## config.mk

```make
export PLATFORM = sky130hd
export DESIGN_NAME = match_scorer
export DESIGN_NICKNAME = d
export VERILOG_FILES = /design/src/rtl/tank_pkg.sv /design/src/rtl/frame_timer.sv /design/src/rtl/match_scorer.sv
export SDC_FILE = /design/constraint.sdc
export NUM_CORES = 1
export LEC_CHECK = 0
export ABC_AREA = 1
export BUFFER_PORTS_ARGS = -buffer_cell sky130_fd_sc_hd__buf_2
export CORE_ASPECT_RATIO = 1.25
export CORE_MARGIN = 10
export CORE_UTILIZATION = 30
export DETAILED_ROUTE_END_ITERATION = 10
export PLACE_DENSITY_LB_ADDON = 0.25
export SYNTH_ARGS = -nofsm -noshare
export SYNTH_HDL_FRONTEND = slang
export SYNTH_HIERARCHICAL = 1
export SYNTH_SLANG_ARGS = --single-unit
```

## constraint.sdc

```tcl
create_clock -name CLK -period 1.9 [get_ports CLK]
set_input_delay 0.475 -clock CLK [delete_from_list [all_inputs] [get_ports CLK]]
set_output_delay 0.475 -clock CLK [all_outputs]
set_load 0.01 [all_outputs]
```

## src/rtl/tank_pkg.sv

```systemverilog
// Shared codes and types for the tank game match logic.
//   game_end codes : round result coming from the game-state controller
//   game_reset codes: match result sent back to the controller
//   scorer_state_t : state encoding of match_scorer
package tank_pkg;

  localparam logic [1:0] GE_NONE  = 2'b00;
  localparam logic [1:0] GE_T1    = 2'b01;
  localparam logic [1:0] GE_T2    = 2'b10;
  localparam logic [1:0] GE_START = 2'b11;

  localparam logic [1:0] MR_NONE  = 2'b00;
  localparam logic [1:0] MR_T1    = 2'b01;
  localparam logic [1:0] MR_T2    = 2'b10;

  typedef enum logic [1:0] {
    ST_IDLE       = 2'd0,
    ST_ROUND      = 2'd1,
    ST_HOLD       = 2'd2,
    ST_MATCH_OVER = 2'd3
  } scorer_state_t;

endpackage

```

## src/rtl/frame_timer.sv

```systemverilog
// Counts tick pulses and raises done on the N-th one.
//   CLK   in  system clock
//   RESET in  asynchronous active-high reset
//   clear in  holds the count at zero (dominates tick)
//   tick  in  one-cycle count enable (e.g. frame pulse)
//   done  out combinational pulse, high with the tick that completes N counts;
//             the counter returns to zero on that same edge
module frame_timer #(
  parameter int N = 90
) (
  input  logic CLK,
  input  logic RESET,
  input  logic clear,
  input  logic tick,
  output logic done
);

  localparam int CW = (N > 1) ? $clog2(N) : 1;
  localparam logic [CW-1:0] LAST = CW'(N - 1);

  logic [CW-1:0] count;

  assign done = tick && !clear && (count == LAST);

  always_ff @(posedge CLK or posedge RESET) begin
    if (RESET) begin
      count <= '0;
    end else if (clear || done) begin
      count <= '0;
    end else if (tick) begin
      count <= count + CW'(1);
    end
  end

endmodule

```

## src/rtl/match_scorer.sv

```systemverilog
// Match scorer: counts round wins per tank, declares the match winner and
// requests a new maze after a frame-counted hold following each round.
//   CLK, RESET      clock, asynchronous active-high reset
//   game_end[1:0]   round code from the game-state controller (edge-detected)
//   frame_tick      one pulse per video frame
//   score1, score2  round wins per tank
//   game_reset[1:0] match result, registered and held until a new match
//   maze_req        one-cycle maze regeneration request
//   hold_active     high while the post-round hold is running
// Optional build macro: WIN_BY_TWO_EN (match must be won by a 2-round lead).
//
// state         | meaning
// --------------+-------------------------------------------
// ST_IDLE       | after reset, waiting for a start edge
// ST_ROUND      | match in play, waiting for a round edge
// ST_HOLD       | round over, counting frames before new maze
// ST_MATCH_OVER | winner latched on game_reset, scores frozen
module match_scorer
  import tank_pkg::*;
#(
  parameter int SCORE_W     = 4,
  parameter int WIN_SCORE   = 5,
  parameter int HOLD_FRAMES = 90
) (
  input  logic               CLK,
  input  logic               RESET,
  input  logic [1:0]         game_end,
  input  logic               frame_tick,
  output logic [SCORE_W-1:0] score1,
  output logic [SCORE_W-1:0] score2,
  output logic [1:0]         game_reset,
  output logic               maze_req,
  output logic               hold_active
);

  localparam logic [SCORE_W-1:0] SCORE_MAX = {SCORE_W{1'b1}};
  localparam logic [SCORE_W:0]   WIN_X     = (SCORE_W + 1)'(WIN_SCORE);

  scorer_state_t      state;
  logic [1:0]         ge_prev;
  logic               round_edge;
  logic               start_edge;
  logic               t2_round;
  logic [SCORE_W-1:0] w_old;
  logic [SCORE_W-1:0] l_old;
  logic [SCORE_W-1:0] w_new;
  logic               match_won;
  logic               timer_clear;
  logic               timer_tick;
  logic               timer_done;

  // The controller holds its codes for many cycles, so only transitions act.
  assign round_edge = ((game_end == GE_T1) || (game_end == GE_T2)) && (ge_prev == GE_NONE);
  assign start_edge = (game_end == GE_START) && (ge_prev != GE_START);
  assign t2_round   = (game_end == GE_T2);

  assign hold_active = (state == ST_HOLD);

  // Timer only runs in HOLD; entering HOLD always starts it from zero.
  assign timer_clear = (state != ST_HOLD) || start_edge;
  assign timer_tick  = frame_tick && (state == ST_HOLD);

  frame_timer #(
    .N(HOLD_FRAMES)
  ) u_hold_timer (
    .CLK   (CLK),
    .RESET (RESET),
    .clear (timer_clear),
    .tick  (timer_tick),
    .done  (timer_done)
  );

  // Winner/loser view of the scores for the current round edge.
  always_comb begin
    w_old = t2_round ? score2 : score1;
    l_old = t2_round ? score1 : score2;
    w_new = (w_old == SCORE_MAX) ? w_old : w_old + SCORE_W'(1);
`ifdef WIN_BY_TWO_EN
    // Reaching saturation ends the match with the round winner as leader
    // (or tied, in which case the round winner takes it). The loser can never
    // already sit at saturation: its own round to get there would have ended
    // the match.
    match_won = (w_new == SCORE_MAX) ||
                (({1'b0, w_new} >= WIN_X) &&
                 ({1'b0, w_new} >= ({1'b0, l_old} + (SCORE_W + 1)'(2))));
`else
    match_won = ({1'b0, w_new} == WIN_X);
`endif
  end

  always_ff @(posedge CLK or posedge RESET) begin
    if (RESET) begin
      state      <= ST_IDLE;
      ge_prev    <= GE_NONE;
      score1     <= '0;
      score2     <= '0;
      game_reset <= MR_NONE;
      maze_req   <= 1'b0;
    end else begin
      ge_prev  <= game_end;
      maze_req <= 1'b0;
      if (start_edge) begin
        score1     <= '0;
        score2     <= '0;
        game_reset <= MR_NONE;
        maze_req   <= 1'b1;
        state      <= ST_ROUND;
      end else begin
        case (state)
          ST_ROUND: begin
            if (round_edge) begin
              if (t2_round) score2 <= w_new;
              else          score1 <= w_new;
              if (match_won) begin
                game_reset <= t2_round ? MR_T2 : MR_T1;
                state      <= ST_MATCH_OVER;
              end else begin
                state <= ST_HOLD;
              end
            end
          end
          ST_HOLD: begin
            if (timer_done) begin
              maze_req <= 1'b1;
              state    <= ST_ROUND;
            end
          end
          ST_IDLE, ST_MATCH_OVER: ;
          default: state <= ST_IDLE;
        endcase
      end
    end
  end

endmodule

```

==> impl_metrics.prom, run 1 <==
# TYPE chip_impl_metric gauge
chip_impl_metric{name="port-buffer-count",unit=""} 16
chip_impl_metric{name="post_drt_wl_per_cell",unit="µm"} 11.2
chip_impl_metric{name="finish.utilization",unit=""} 0.380
chip_impl_metric{name="timing.final.hold_violations",unit=""} 0
chip_impl_metric{name="max-vdd-ir-drop",unit="V"} 0.000357
chip_impl_metric{name="power.static_leakage",unit="nW"} 0.891
chip_impl_info{name="critical_path.startpoint_type",value="primary input"} 1
chip_impl_metric{name="die_outline_height",unit="µm"} 95.9
chip_impl_metric{name="timing.final.crit_period",unit="ps"} 1750
chip_impl_metric{name="io_pins",unit=""} 17
chip_impl_metric{name="cts_max_path_buffers",unit=""} 2
chip_impl_metric{name="numClockSinks",unit=""} 22
chip_impl_metric{name="number_of_antenna_violations_at_the_first_check_in_global_routing",unit=""} 0
chip_impl_metric{name="max_freq",unit="MHz"} 570
chip_impl_metric{name="worst-path-max-fanout",unit=""} 6
chip_impl_metric{name="drc_errors",unit=""} 0
chip_impl_info{name="timing.critical_path.to_type",value="flop"} 1
chip_impl_info{name="rsz0062_at_grt",value="false"} 1
chip_impl_metric{name="synth.yosys.seq_area_share",unit=""} 0.398
chip_impl_metric{name="detail_route.iter0.violations",unit=""} 43
chip_impl_metric{name="synth-warning-count",unit=""} 6
chip_impl_metric{name="worst_clock_skew",unit="ps"} 12.3
chip_impl_metric{name="global_route_usage_over_all_layers",unit=""} 0.0807
chip_impl_metric{name="slew_violations",unit=""} 0
chip_impl_metric{name="multi_input_area",unit="µm²"} 701
chip_impl_metric{name="setup-violations-final",unit=""} 0
chip_impl_metric{name="global_route.overflow_total",unit=""} 0
chip_impl_metric{name="cts_max_level",unit=""} 1
chip_impl_metric{name="clkTransAtPathRegs",unit="ps"} 80
chip_impl_metric{name="pin_count_of_the_biggest_net_entering_global_routing",unit=""} 16
chip_impl_metric{name="layout-drive-gt1-share",unit=""} 0.283
chip_impl_metric{name="firstDrtPassIters",unit=""} 4
chip_impl_metric{name="grt_pass1_vias",unit=""} 1118
chip_impl_metric{name="finalHoldWorstSlack",unit="ps"} 150
chip_impl_metric{name="antenna_violating_nets_post_route",unit=""} 0
chip_impl_metric{name="numCtsBuffers",unit=""} 3
chip_impl_metric{name="place_hpwl",unit="µm"} 2410
chip_impl_metric{name="synth_to_layout_area_growth",unit="%"} 21.4
chip_impl_metric{name="maxCapViolCount",unit=""} 0
chip_impl_metric{name="dp_worst_setup_slack",unit="ps"} -243
chip_impl_metric{name="slew_headroom",unit=""} 0.598
chip_impl_metric{name="synth.lib_cells_used.distinct",unit=""} 28
chip_impl_info{name="worst_min_path_class",value="in2async"} 1
chip_impl_info{name="timing_worst_setup_path_type",value="in2reg"} 1
chip_impl_metric{name="antennaDiodeCount",unit=""} 0
chip_impl_metric{name="timing_worst_slew_pin_value",unit="ps"} 602
chip_impl_metric{name="initial_core_util",unit=""} 0.313
chip_impl_metric{name="worst_skew_pair.late_latency",unit="ps"} 270
chip_impl_metric{name="route.final.wire_length",unit="µm"} 2950
chip_impl_metric{name="fin_nets",unit=""} 216
chip_impl_metric{name="avgSynthCellArea",unit="µm²"} 7.82
chip_impl_info{name="cts_tree",value="done"} 1
chip_impl_metric{name="gp_congestion",unit=""} 0.750
chip_impl_metric{name="die_area",unit="mm²"} 0.00775
chip_impl_metric{name="postLayoutSetupSlackWorst",unit="ps"} 145
chip_impl_metric{name="syn-instance-count",unit=""} 177
chip_impl_info{name="clock_tree.root_cell",value="clkbuf_8"} 1
chip_impl_metric{name="routed-via-count",unit=""} 1118
chip_impl_info{name="most-common-layout-cells",value="nand2_1 (48), inv_1 (27), dfrtp_1 (22)"} 1
chip_impl_metric{name="synth_fp_nets",unit=""} 187
chip_impl_metric{name="postSynthRegisterBits",unit=""} 22
chip_impl_metric{name="count_of_hold_buffers_inserted_by_post_cts_repair",unit=""} 0
chip_impl_metric{name="core.rowCount",unit=""} 27
chip_impl_metric{name="pwr_density_cell",unit="mW/mm²"} 1100
chip_impl_metric{name="die_width",unit="µm"} 80.7
chip_impl_info{name="outcome",value="finished, final reports clean"} 1
chip_impl_metric{name="layout_worst_path_cycle_share",unit=""} 0.924
chip_impl_info{name="most_common_library_cell_in_the_layout_ignoring_fill_and_taps",value="nand2_1"} 1
chip_impl_metric{name="synth.cell_area",unit="mm²"} 0.00138
chip_impl_metric{name="regArea",unit="µm²"} 551
chip_impl_metric{name="post_drt_via_cell_ratio",unit=""} 4.25
chip_impl_metric{name="worst_ep_required_time",unit="ps"} 2050
chip_impl_metric{name="grt_first_pass_wirelength",unit="µm"} 5000
chip_impl_metric{name="layout.filler_cells",unit=""} 456
chip_impl_metric{name="core-area",unit="mm²"} 0.00443
chip_impl_metric{name="critPathArrivalTime",unit="ps"} 1910
critical path: stages:
cell and delay [ps]:
buf_2 110, inv_1 50, ha_2 260, nand2_1 110, o21ai_4 80, ha_2 220, inv_2 70, nor2_8 120
nand3_2 90, nand2_2 80, nand4_1 110, nand3_1 90, nand2_1 50
power breakdown:
part | internal [W] | total [W] | leakage [nW] | switching [W]
combinational | 0.000296 | 0.000738 | 0.567 | 0.000442
sequential | 0.000572 | 0.000658 | 0.288 | 0.0000853
clock | 0.000281 | 0.000446 | 0.0357 | 0.000165
routing by layer:
| metal | part of all wire | vias to the layer above | global-route usage |
|---|---|---|---|
| li1 | - | 606 | - |
| met1 | 0.49 | 496 | 0.101 |
| met2 | 0.47 | 14 | 0.136 |
| met3 | 0.035 | 2 | 0.0177 |
| met4 | 0.0064 | 0 | 0.0217 |
| met5 | 0 | - | 0 |
cells in the mapped netlist:
cell type / n / area, µm²
o21ai_1: 1 / 5.00
inv_1: 28 / 105
nand3_1: 9 / 45.0
o21ai_4: 1 / 16.3
nor2_8: 1 / 20.0
o22ai_1: 1 / 6.26
nand2_4: 3 / 33.8
a21oi_4: 1 / 16.3
ha_1: 5 / 62.6
o21ai_0: 10 / 50.1
a21oi_1: 1 / 5.00
nand3_2: 3 / 30.0
clkinv_1: 1 / 3.75
nor2_4: 1 / 11.3
dfrtp_1: 22 / 551
nand4_1: 5 / 31.3
nand2_1: 48 / 180
inv_2: 2 / 7.51
nor2_1: 16 / 60.1
o21ai_2: 1 / 8.76
xor2_1: 3 / 26.3
nand2_2: 5 / 31.3
nor2_2: 2 / 12.5
buf_4: 2 / 15.0
nand4_2: 2 / 25.0
inv_4: 1 / 6.26
o211ai_1: 1 / 7.51
buf_6: 1 / 11.3
state kept, by name, summed over array words and instances, names as in the netlist:
signal	count
maze_req	1
score1	4
state	2
game_reset	2
ge_prev	2
score2	4
u_hold_timer/count	7
per-stage QoR:
step	cell area [µm²]	setup TNS (ps)	power (W)	instances
after CTS	1680	0	0.00187	263
after floorplan	1400	0	0.00116	177
after global placement	1610	-1250	0.00141	259
after detailed placement	1610	-1750	0.00142	259
after global routing	1680	0	0.00198	263
final	1680	0	0.00184	263
layout make-up:
type,instances,area share
multi-input combinational,120,0.417
sequential,22,0.328
timing repair buffer,27,0.0968
inverter,32,0.0730
tap,58,0.0432
clock buffer,3,0.0246
clock inverter,1,0.0179
what timing repair did:
item,in CTS,in global routing
buffers inserted,0,0
gates resized for setup,0,1
endpoints found under the setup margin,0,7
cell families (layout without fill, tap and decap cells):
group,after synthesis,count (layout),share of synthesized area
compound gates,17,17,0.0832
xor+xnor,3,3,0.0190
fa+ha+maj,5,5,0.0452
buf+inv,35,63,0.108
flops,22,22,0.398
simple gates,95,95,0.347
worst paths after layout:
| path | end | start | slack (ps) | cells past startpoint |
|---|---|---|---|---|
| min reg2reg | score2[1] | score2[1] | 520 | 2 |
| min in group CLK | ge_prev[0] | game_end[0] | 340 | 1 |
| max reg2reg | state[0] | state[0] | 290 | 9 |
| min | u_hold_timer/count[1] | RESET | 150 | 2 |
| max | game_reset[0] | game_end[0] | 150 | 13 |
| max in group asynchronous | game_reset[1] | RESET | 1230 | 2 |
No activity file was read; power rests on OpenSTA's default activity.
==> inputs of run 2 (changes only) <==
- RECOVER_POWER: default -> 50
==> impl_metrics.prom, run 2 (synthesis results as in run 1) <==
# TYPE chip_impl_metric gauge
chip_impl_metric{name="initial_core_util",unit=""} 0.313
chip_impl_metric{name="die_outline_height",unit="µm"} 95.9
chip_impl_metric{name="firstDrtPassIters",unit=""} 4
chip_impl_metric{name="worst_skew_pair.late_latency",unit="ps"} 270
chip_impl_metric{name="post_drt_via_cell_ratio",unit=""} 4.26
chip_impl_info{name="critical_path.startpoint_type",value="primary input"} 1
chip_impl_metric{name="layout-drive-gt1-share",unit=""} 0.259
chip_impl_info{name="most-common-layout-cells",value="nand2_1 (48), inv_1 (27), dfrtp_1 (22)"} 1
chip_impl_metric{name="port-buffer-count",unit=""} 16
chip_impl_metric{name="slew_violations",unit=""} 0
chip_impl_metric{name="r2r_setup_slack",unit="ps"} 290
chip_impl_metric{name="core.rowCount",unit=""} 27
chip_impl_metric{name="pin_count_of_the_biggest_net_entering_global_routing",unit=""} 16
chip_impl_metric{name="detail_route.iter0.violations",unit=""} 35
chip_impl_metric{name="worst_ep_required_time",unit="ps"} 2050
chip_impl_metric{name="worst_clock_skew",unit="ps"} 12.4
chip_impl_metric{name="die_width",unit="µm"} 80.7
chip_impl_metric{name="global_route.overflow_total",unit=""} 0
chip_impl_metric{name="gp_congestion",unit=""} 0.750
chip_impl_metric{name="routed-via-count",unit=""} 1120
chip_impl_metric{name="clkTransAtPathRegs",unit="ps"} 80
chip_impl_metric{name="global_route_usage_over_all_layers",unit=""} 0.0807
chip_impl_metric{name="numCtsBuffers",unit=""} 3
chip_impl_metric{name="cts_max_path_buffers",unit=""} 2
chip_impl_metric{name="antenna_violating_nets_post_route",unit=""} 0
chip_impl_info{name="reg.largest.list",value="u_hold_timer/count (7), score1 (4), score2 (4)"} 1
chip_impl_metric{name="number_of_antenna_violations_at_the_first_check_in_global_routing",unit=""} 0
chip_impl_info{name="outcome",value="finished, final reports clean"} 1
chip_impl_info{name="largest_register",value="u_hold_timer/count"} 1
chip_impl_metric{name="critPathArrivalTime",unit="ps"} 1900
chip_impl_metric{name="max-vdd-ir-drop",unit="V"} 0.000350
chip_impl_info{name="cts_tree",value="done"} 1
chip_impl_metric{name="synth_to_layout_area_growth",unit="%"} 20.8
chip_impl_metric{name="power.static_leakage",unit="nW"} 0.873
chip_impl_metric{name="max_freq",unit="MHz"} 572
chip_impl_metric{name="maxCapViolCount",unit=""} 0
chip_impl_metric{name="numClockSinks",unit=""} 22
chip_impl_metric{name="slew_headroom",unit=""} 0.597
chip_impl_info{name="worst_min_path_class",value="in2async"} 1
chip_impl_info{name="timing_worst_setup_path_type",value="in2reg"} 1
chip_impl_metric{name="timing_worst_slew_pin_value",unit="ps"} 604
chip_impl_metric{name="finalHoldWorstSlack",unit="ps"} 150
chip_impl_info{name="rsz0062_at_grt",value="false"} 1
chip_impl_metric{name="pwr_density_cell",unit="mW/mm²"} 1100
chip_impl_metric{name="cts_max_level",unit=""} 1
chip_impl_metric{name="die_area",unit="mm²"} 0.00775
chip_impl_info{name="timing.critical_path.to_type",value="flop"} 1
chip_impl_info{name="most_common_library_cell_in_the_layout_ignoring_fill_and_taps",value="nand2_1"} 1
chip_impl_info{name="reg2reg_from",value="state[0]"} 1
chip_impl_metric{name="drc_errors",unit=""} 0
chip_impl_metric{name="worst-path-max-fanout",unit=""} 6
chip_impl_metric{name="post_drt_wl_per_cell",unit="µm"} 11.2
chip_impl_info{name="worstReg2RegEnd",value="state[0]"} 1
chip_impl_metric{name="core-area",unit="mm²"} 0.00443
chip_impl_info{name="clock_tree.root_cell",value="clkbuf_8"} 1
chip_impl_metric{name="timing.final.crit_period",unit="ps"} 1750
chip_impl_metric{name="grt_pass1_vias",unit=""} 1118
chip_impl_metric{name="post-cts-setup-buffers",unit=""} 0
chip_impl_metric{name="grt_first_pass_wirelength",unit="µm"} 5000
chip_impl_metric{name="place_hpwl",unit="µm"} 2410
chip_impl_metric{name="setup-tns-final",unit="ps"} 0
chip_impl_metric{name="setup-violations-final",unit=""} 0
chip_impl_metric{name="antennaDiodeCount",unit=""} 0
chip_impl_metric{name="largest_register_ffs",unit=""} 7
chip_impl_metric{name="timing.final.hold_violations",unit=""} 0
chip_impl_metric{name="layout_worst_path_cycle_share",unit=""} 0.920
chip_impl_metric{name="fin_nets",unit=""} 216
chip_impl_metric{name="io_pins",unit=""} 17
chip_impl_metric{name="route.final.wire_length",unit="µm"} 2940
chip_impl_metric{name="reg2reg_depth",unit=""} 9
==> run 2: changes by cell type in the layout (fill, tap and decap cells not counted), sizes merged <==
cell and change:
buf -5, clkbuf +5
==> run 2: where the power goes <==
part / internal, W / switching [W]
Sequential: 0.000572 / 0.0000851
Combinational: 0.000292 / 0.000442
Clock: 0.000281 / 0.000165
Total: 0.00115 / 0.000692
==> run 2: worst max-delay path by stage <==
stage,start,cells after the start,endpoint
after global placement,game_end[0],13,game_reset[0]
after global routing,game_end[0],13,game_reset[1]
after CTS,game_end[0],13,game_reset[0]
final,game_end[0],13,game_reset[0]
after floorplan,game_end[0],12,game_reset[1]
after detailed placement,game_end[0],13,game_reset[0]
==> run 2: cell type report <==
class	count	area, µm²
Multi-Input combinational cell	120	701
Clock inverter	1	30.0
Fill cell	462	2750
Sequential cell	22	551
Tap cell	58	72.6
Timing Repair Buffer	27	154
Clock buffer	3	41.3
Inverter	32	123
==> run 2: stage by stage <==
stage	instance area, µm²	worst slack [ps]	utilization	total power (W)	std cells
floorplan	1400	10.9	-	0.00116	177
global placement	1610	-193	0.363	0.00141	259
detailed placement	1610	-243	0.363	0.00142	259
CTS	1680	39.0	0.379	0.00187	263
global route	1670	5.34	0.378	0.00198	263
finish	1670	152	0.378	0.00184	263
==> run 2: worst max-delay path, stage by stage <==
cell and delay [ps]:
clkbuf_1 100, inv_1 60, ha_2 260, nand2_1 110, o21ai_4 80, ha_2 220
inv_2 70, nor2_8 120, nand3_2 90, nand2_2 80, nand4_1 110, nand3_1 90
nand2_1 50
==> run 2: timing repair <==
item,4_1_cts,5_1_grt
setup endpoints to repair,0,7
hold buffers,0,0
resized for setup,0,1
==> run 2: metal layers <==
metal  vias up  wire (µm)  track usage
met3         2        104       0.0177
met5         -          0            0
met1       498       1450        0.101
met2        14       1370        0.136
li1        606          -            -
met4         0         19       0.0217
==> inputs of run 3 (changes only) <==
- ABC_AREA: 1 -> default
==> impl_metrics.prom, run 3 <==
# TYPE chip_impl_metric gauge
chip_impl_metric{name="firstDrtPassIters",unit=""} 5
chip_impl_metric{name="cts_max_path_buffers",unit=""} 2
chip_impl_metric{name="place_hpwl",unit="µm"} 2730
chip_impl_metric{name="critPathArrivalTime",unit="ps"} 2690
chip_impl_metric{name="pwr_density_cell",unit="mW/mm²"} 921
chip_impl_metric{name="gp_congestion",unit=""} 0.856
chip_impl_metric{name="fraction_of_the_mapped_netlist_area_in_adder_cells",unit=""} 0.0463
chip_impl_metric{name="maxCapViolCount",unit=""} 0
chip_impl_metric{name="count_of_flip_flops_with_a_built_in_enable_after_synthesis",unit=""} 0
chip_impl_metric{name="final_cells",unit=""} 244
chip_impl_metric{name="drc_errors",unit=""} 0
chip_impl_metric{name="postLayoutSetupSlackWorst",unit="ps"} -640
chip_impl_metric{name="timing.final.crit_period",unit="ps"} 2540
chip_impl_metric{name="antenna_violating_nets_post_route",unit=""} 0
chip_impl_metric{name="layout.filler_cells",unit=""} 426
chip_impl_info{name="critical_path.slowest_cell",value="or4_4"} 1
chip_impl_metric{name="route.final.wire_length",unit="µm"} 3810
chip_impl_metric{name="placed_cells",unit=""} 232
chip_impl_metric{name="synth-warning-count",unit=""} 6
chip_impl_metric{name="ffs_w_async_s_r_synth",unit=""} 1.00
chip_impl_metric{name="synth.yosys.seq_area_share",unit=""} 0.407
chip_impl_metric{name="postSynthRegisterBits",unit=""} 22
chip_impl_metric{name="worst_skew_pair.late_latency",unit="ps"} 260
chip_impl_info{name="largest_family_of_logic_cells_by_synthesized_area",value="simple AND/OR/NAND/NOR gates"} 1
chip_impl_metric{name="detail_route.iter0.violations",unit=""} 31
chip_impl_metric{name="synth_top_cell_area_share",unit=""} 0.407
chip_impl_metric{name="global_route_usage_over_all_layers",unit=""} 0.100
chip_impl_metric{name="synth.cell_area",unit="mm²"} 0.00135
chip_impl_info{name="timing.critical_path.to_type",value="flop"} 1
chip_impl_metric{name="slew_violations",unit=""} 0
chip_impl_metric{name="layout-drive-gt1-share",unit=""} 0.484
chip_impl_metric{name="pin_count_of_the_biggest_net_entering_global_routing",unit=""} 16
chip_impl_metric{name="avgSynthCellArea",unit="µm²"} 10.0
chip_impl_metric{name="core.rowCount",unit=""} 27
chip_impl_info{name="critical_path.cell_chain",value="buf_8 -> clkinv_8 -> ha_4 -> mux2_4 -> ha_4 -> and4b_4 -> or4_4 -> a221oi_4 -> a21oi_2 -> mux2_4"} 1
chip_impl_metric{name="initial_core_util",unit=""} 0.308
chip_impl_metric{name="syn-instance-count",unit=""} 135
chip_impl_metric{name="grt_pass1_vias",unit=""} 1291
chip_impl_info{name="most_common_library_cell_in_the_layout_ignoring_fill_and_taps",value="buf_4"} 1
chip_impl_metric{name="fin_nets",unit=""} 197
chip_impl_metric{name="regArea",unit="µm²"} 551
chip_impl_info{name="rsz0062_at_grt",value="true"} 1
chip_impl_info{name="yosys.cell_count.top_type",value="dfrtp_1"} 1
chip_impl_metric{name="grt_first_pass_wirelength",unit="µm"} 6170
chip_impl_metric{name="numCtsBuffers",unit=""} 3
chip_impl_info{name="worst_min_path_class",value="in2async"} 1
chip_impl_metric{name="antennaDiodeCount",unit=""} 0
chip_impl_metric{name="synthSimpleGateAreaFrac",unit=""} 0.229
chip_impl_info{name="synth_commonest_cells",value="dfrtp_1 (22), nand2_1 (13), nor2_1 (12)"} 1
chip_impl_metric{name="die_area",unit="mm²"} 0.00761
chip_impl_info{name="synth.largest_area_cell",value="dfrtp_1"} 1
chip_impl_metric{name="routed-via-count",unit=""} 1208
chip_impl_info{name="reg.largest.list",value="u_hold_timer/count (7), score1 (4), score2 (4)"} 1
chip_impl_metric{name="largest_register_ffs",unit=""} 7
chip_impl_info{name="critical_path.startpoint_type",value="primary input"} 1
chip_impl_metric{name="synth_compound_area_frac",unit=""} 0.150
chip_impl_metric{name="clkTransAtPathRegs",unit="ps"} 80
chip_impl_metric{name="die_outline_height",unit="µm"} 95.1
chip_impl_metric{name="timing_worst_slew_pin_value",unit="ps"} 593
chip_impl_metric{name="max-vdd-ir-drop",unit="V"} 0.000514
chip_impl_metric{name="timing.final.hold_violations",unit=""} 0
chip_impl_info{name="largest_register",value="u_hold_timer/count"} 1
chip_impl_metric{name="slew_headroom",unit=""} 0.604
chip_impl_metric{name="synth_area_in_xor_xnor",unit=""} 0.0324
chip_impl_metric{name="layout_worst_path_cycle_share",unit=""} 1.34
chip_impl_metric{name="count_of_hold_buffers_inserted_by_post_cts_repair",unit=""} 0
chip_impl_metric{name="synth_to_layout_area_growth",unit="%"} 44.7
chip_impl_metric{name="placed_area",unit="mm²"} 0.00173
chip_impl_metric{name="io_pins",unit=""} 17
chip_impl_info{name="timing_worst_setup_path_type",value="in2reg"} 1
chip_impl_metric{name="synth_fp_nets",unit=""} 145
chip_impl_metric{name="setup-violations-final",unit=""} 11
chip_impl_metric{name="synth.lib_cells_used.distinct",unit=""} 42
chip_impl_metric{name="max_freq",unit="MHz"} 394
chip_impl_metric{name="cts_max_level",unit=""} 1
chip_impl_metric{name="numClockSinks",unit=""} 22
chip_impl_metric{name="port-buffer-count",unit=""} 16
chip_impl_metric{name="number_of_antenna_violations_at_the_first_check_in_global_routing",unit=""} 0
chip_impl_metric{name="fin_area",unit="mm²"} 0.00196
chip_impl_info{name="ys_dominant_reg_cell",value="dfrtp_1"} 1
chip_impl_metric{name="core-area",unit="mm²"} 0.00439
chip_impl_metric{name="die_width",unit="µm"} 80.1
chip_impl_metric{name="worst-path-max-fanout",unit=""} 5
chip_impl_info{name="post_synth_main_area_contributors",value="dfrtp_1 (41%), mux2_2 (8.3%), ha_1 (4.6%)"} 1
chip_impl_metric{name="post_drt_via_cell_ratio",unit=""} 4.95
chip_impl_info{name="clock_tree.root_cell",value="clkbuf_8"} 1
chip_impl_metric{name="worst_ep_required_time",unit="ps"} 2050
chip_impl_metric{name="global_route.overflow_total",unit=""} 0
chip_impl_metric{name="post_drt_wl_per_cell",unit="µm"} 15.6
chip_impl_metric{name="multi_input_area",unit="µm²"} 878
chip_impl_info{name="outcome",value="complete, but fails checks"} 1
chip_impl_metric{name="worst_clock_skew",unit="ps"} 3.81
chip_impl_info{name="cts_tree",value="done"} 1
chip_impl_metric{name="critical-path-max-stage-delay",unit="ps"} 490
chip_impl_info{name="violations_in_the_final_reports",value="negative setup slack"} 1
chip_impl_metric{name="muxShareOfSynthArea",unit=""} 0.102
chip_impl_info{name="most-common-layout-cells",value="buf_4 (36), dfrtp_1 (22), buf_2 (13)"} 1
chip_impl_metric{name="power.static_leakage",unit="nW"} 0.905
chip_impl_metric{name="power",unit="W"} 0.00180
## run 3: worst max-delay path: cells and delay by family
kind	cells	cell delay, ps
adders and majority gates	2	330
and+or+nand+nor	2	670
AOI/OAI and AO/OA	2	440
buffers and inverters	2	150
muxes	2	630
## run 3: cell families after synthesis
family,count (synthesis)
and+or+nand+nor,55
AOI/OAI and AO/OA,25
DFF,22
muxes,12
buffers and inverters,11
xor gates and xnor gates,5
adders and majority gates,5
## run 3: layer usage
layer  up-vias  wire, µm  track usage  part of all wire
met2        25      2050        0.182              0.54
met1       575      1530        0.115              0.40
li1        598         -            -                 -
met5         -         0            0                 0
met3        10       100       0.0141             0.026
met4         0       123       0.0353             0.032
## run 3: where the power goes
group | total [W] | internal, W | switching, W
Combinational | 0.000873 | 0.000468 | 0.000405
Sequential | 0.000590 | 0.000538 | 0.0000524
Clock | 0.000340 | 0.000185 | 0.000155
## run 3: final timing paths
kind / from / to / slack (ps) / cells past startpoint
setup / recovery: game_end[0] / game_reset[1] / -640 / 10
hold / removal: RESET / u_hold_timer/count[2] / 130 / 2
setup reg to reg: score2[0] / game_reset[1] / -470 / 7
hold reg to reg: game_reset[1] / game_reset[1] / 520 / 1
max in group asynchronous: RESET / game_reset[1] / 1250 / 2
min in group CLK: game_end[1] / ge_prev[1] / 350 / 1
## run 3: stage by stage
step	setup TNS [ps]	setup slack (ps)	hold slack [ps]	util
3_3_place_gp	-5100	-969	427	0.394
5_1_grt	-3650	-696	153	0.446
4_1_cts	-1970	-696	155	0.421
2_1_floorplan	-3070	-892	278	-
6_report	-3010	-640	130	0.446
3_5_place_dp	-5770	-1020	441	0.394
## run 3: final cells by class
class                      instances  share of cell area
multi-input combinational        102               0.449
sequential                        22               0.281
timing repair buffer              52               0.187
tap                               58              0.0371
clock buffer                       4              0.0281
inverter                           6              0.0179
## run 3: what timing repair did
| item | CTS | global route |
|---|---|---|
| hold endpoints to repair | 0 | 0 |
| gates resized for setup | 11 | 16 |
| endpoints found under the setup margin | 5 | 11 |
| setup buffers | 4 | 6 |
| pin swaps | 11 | 15 |
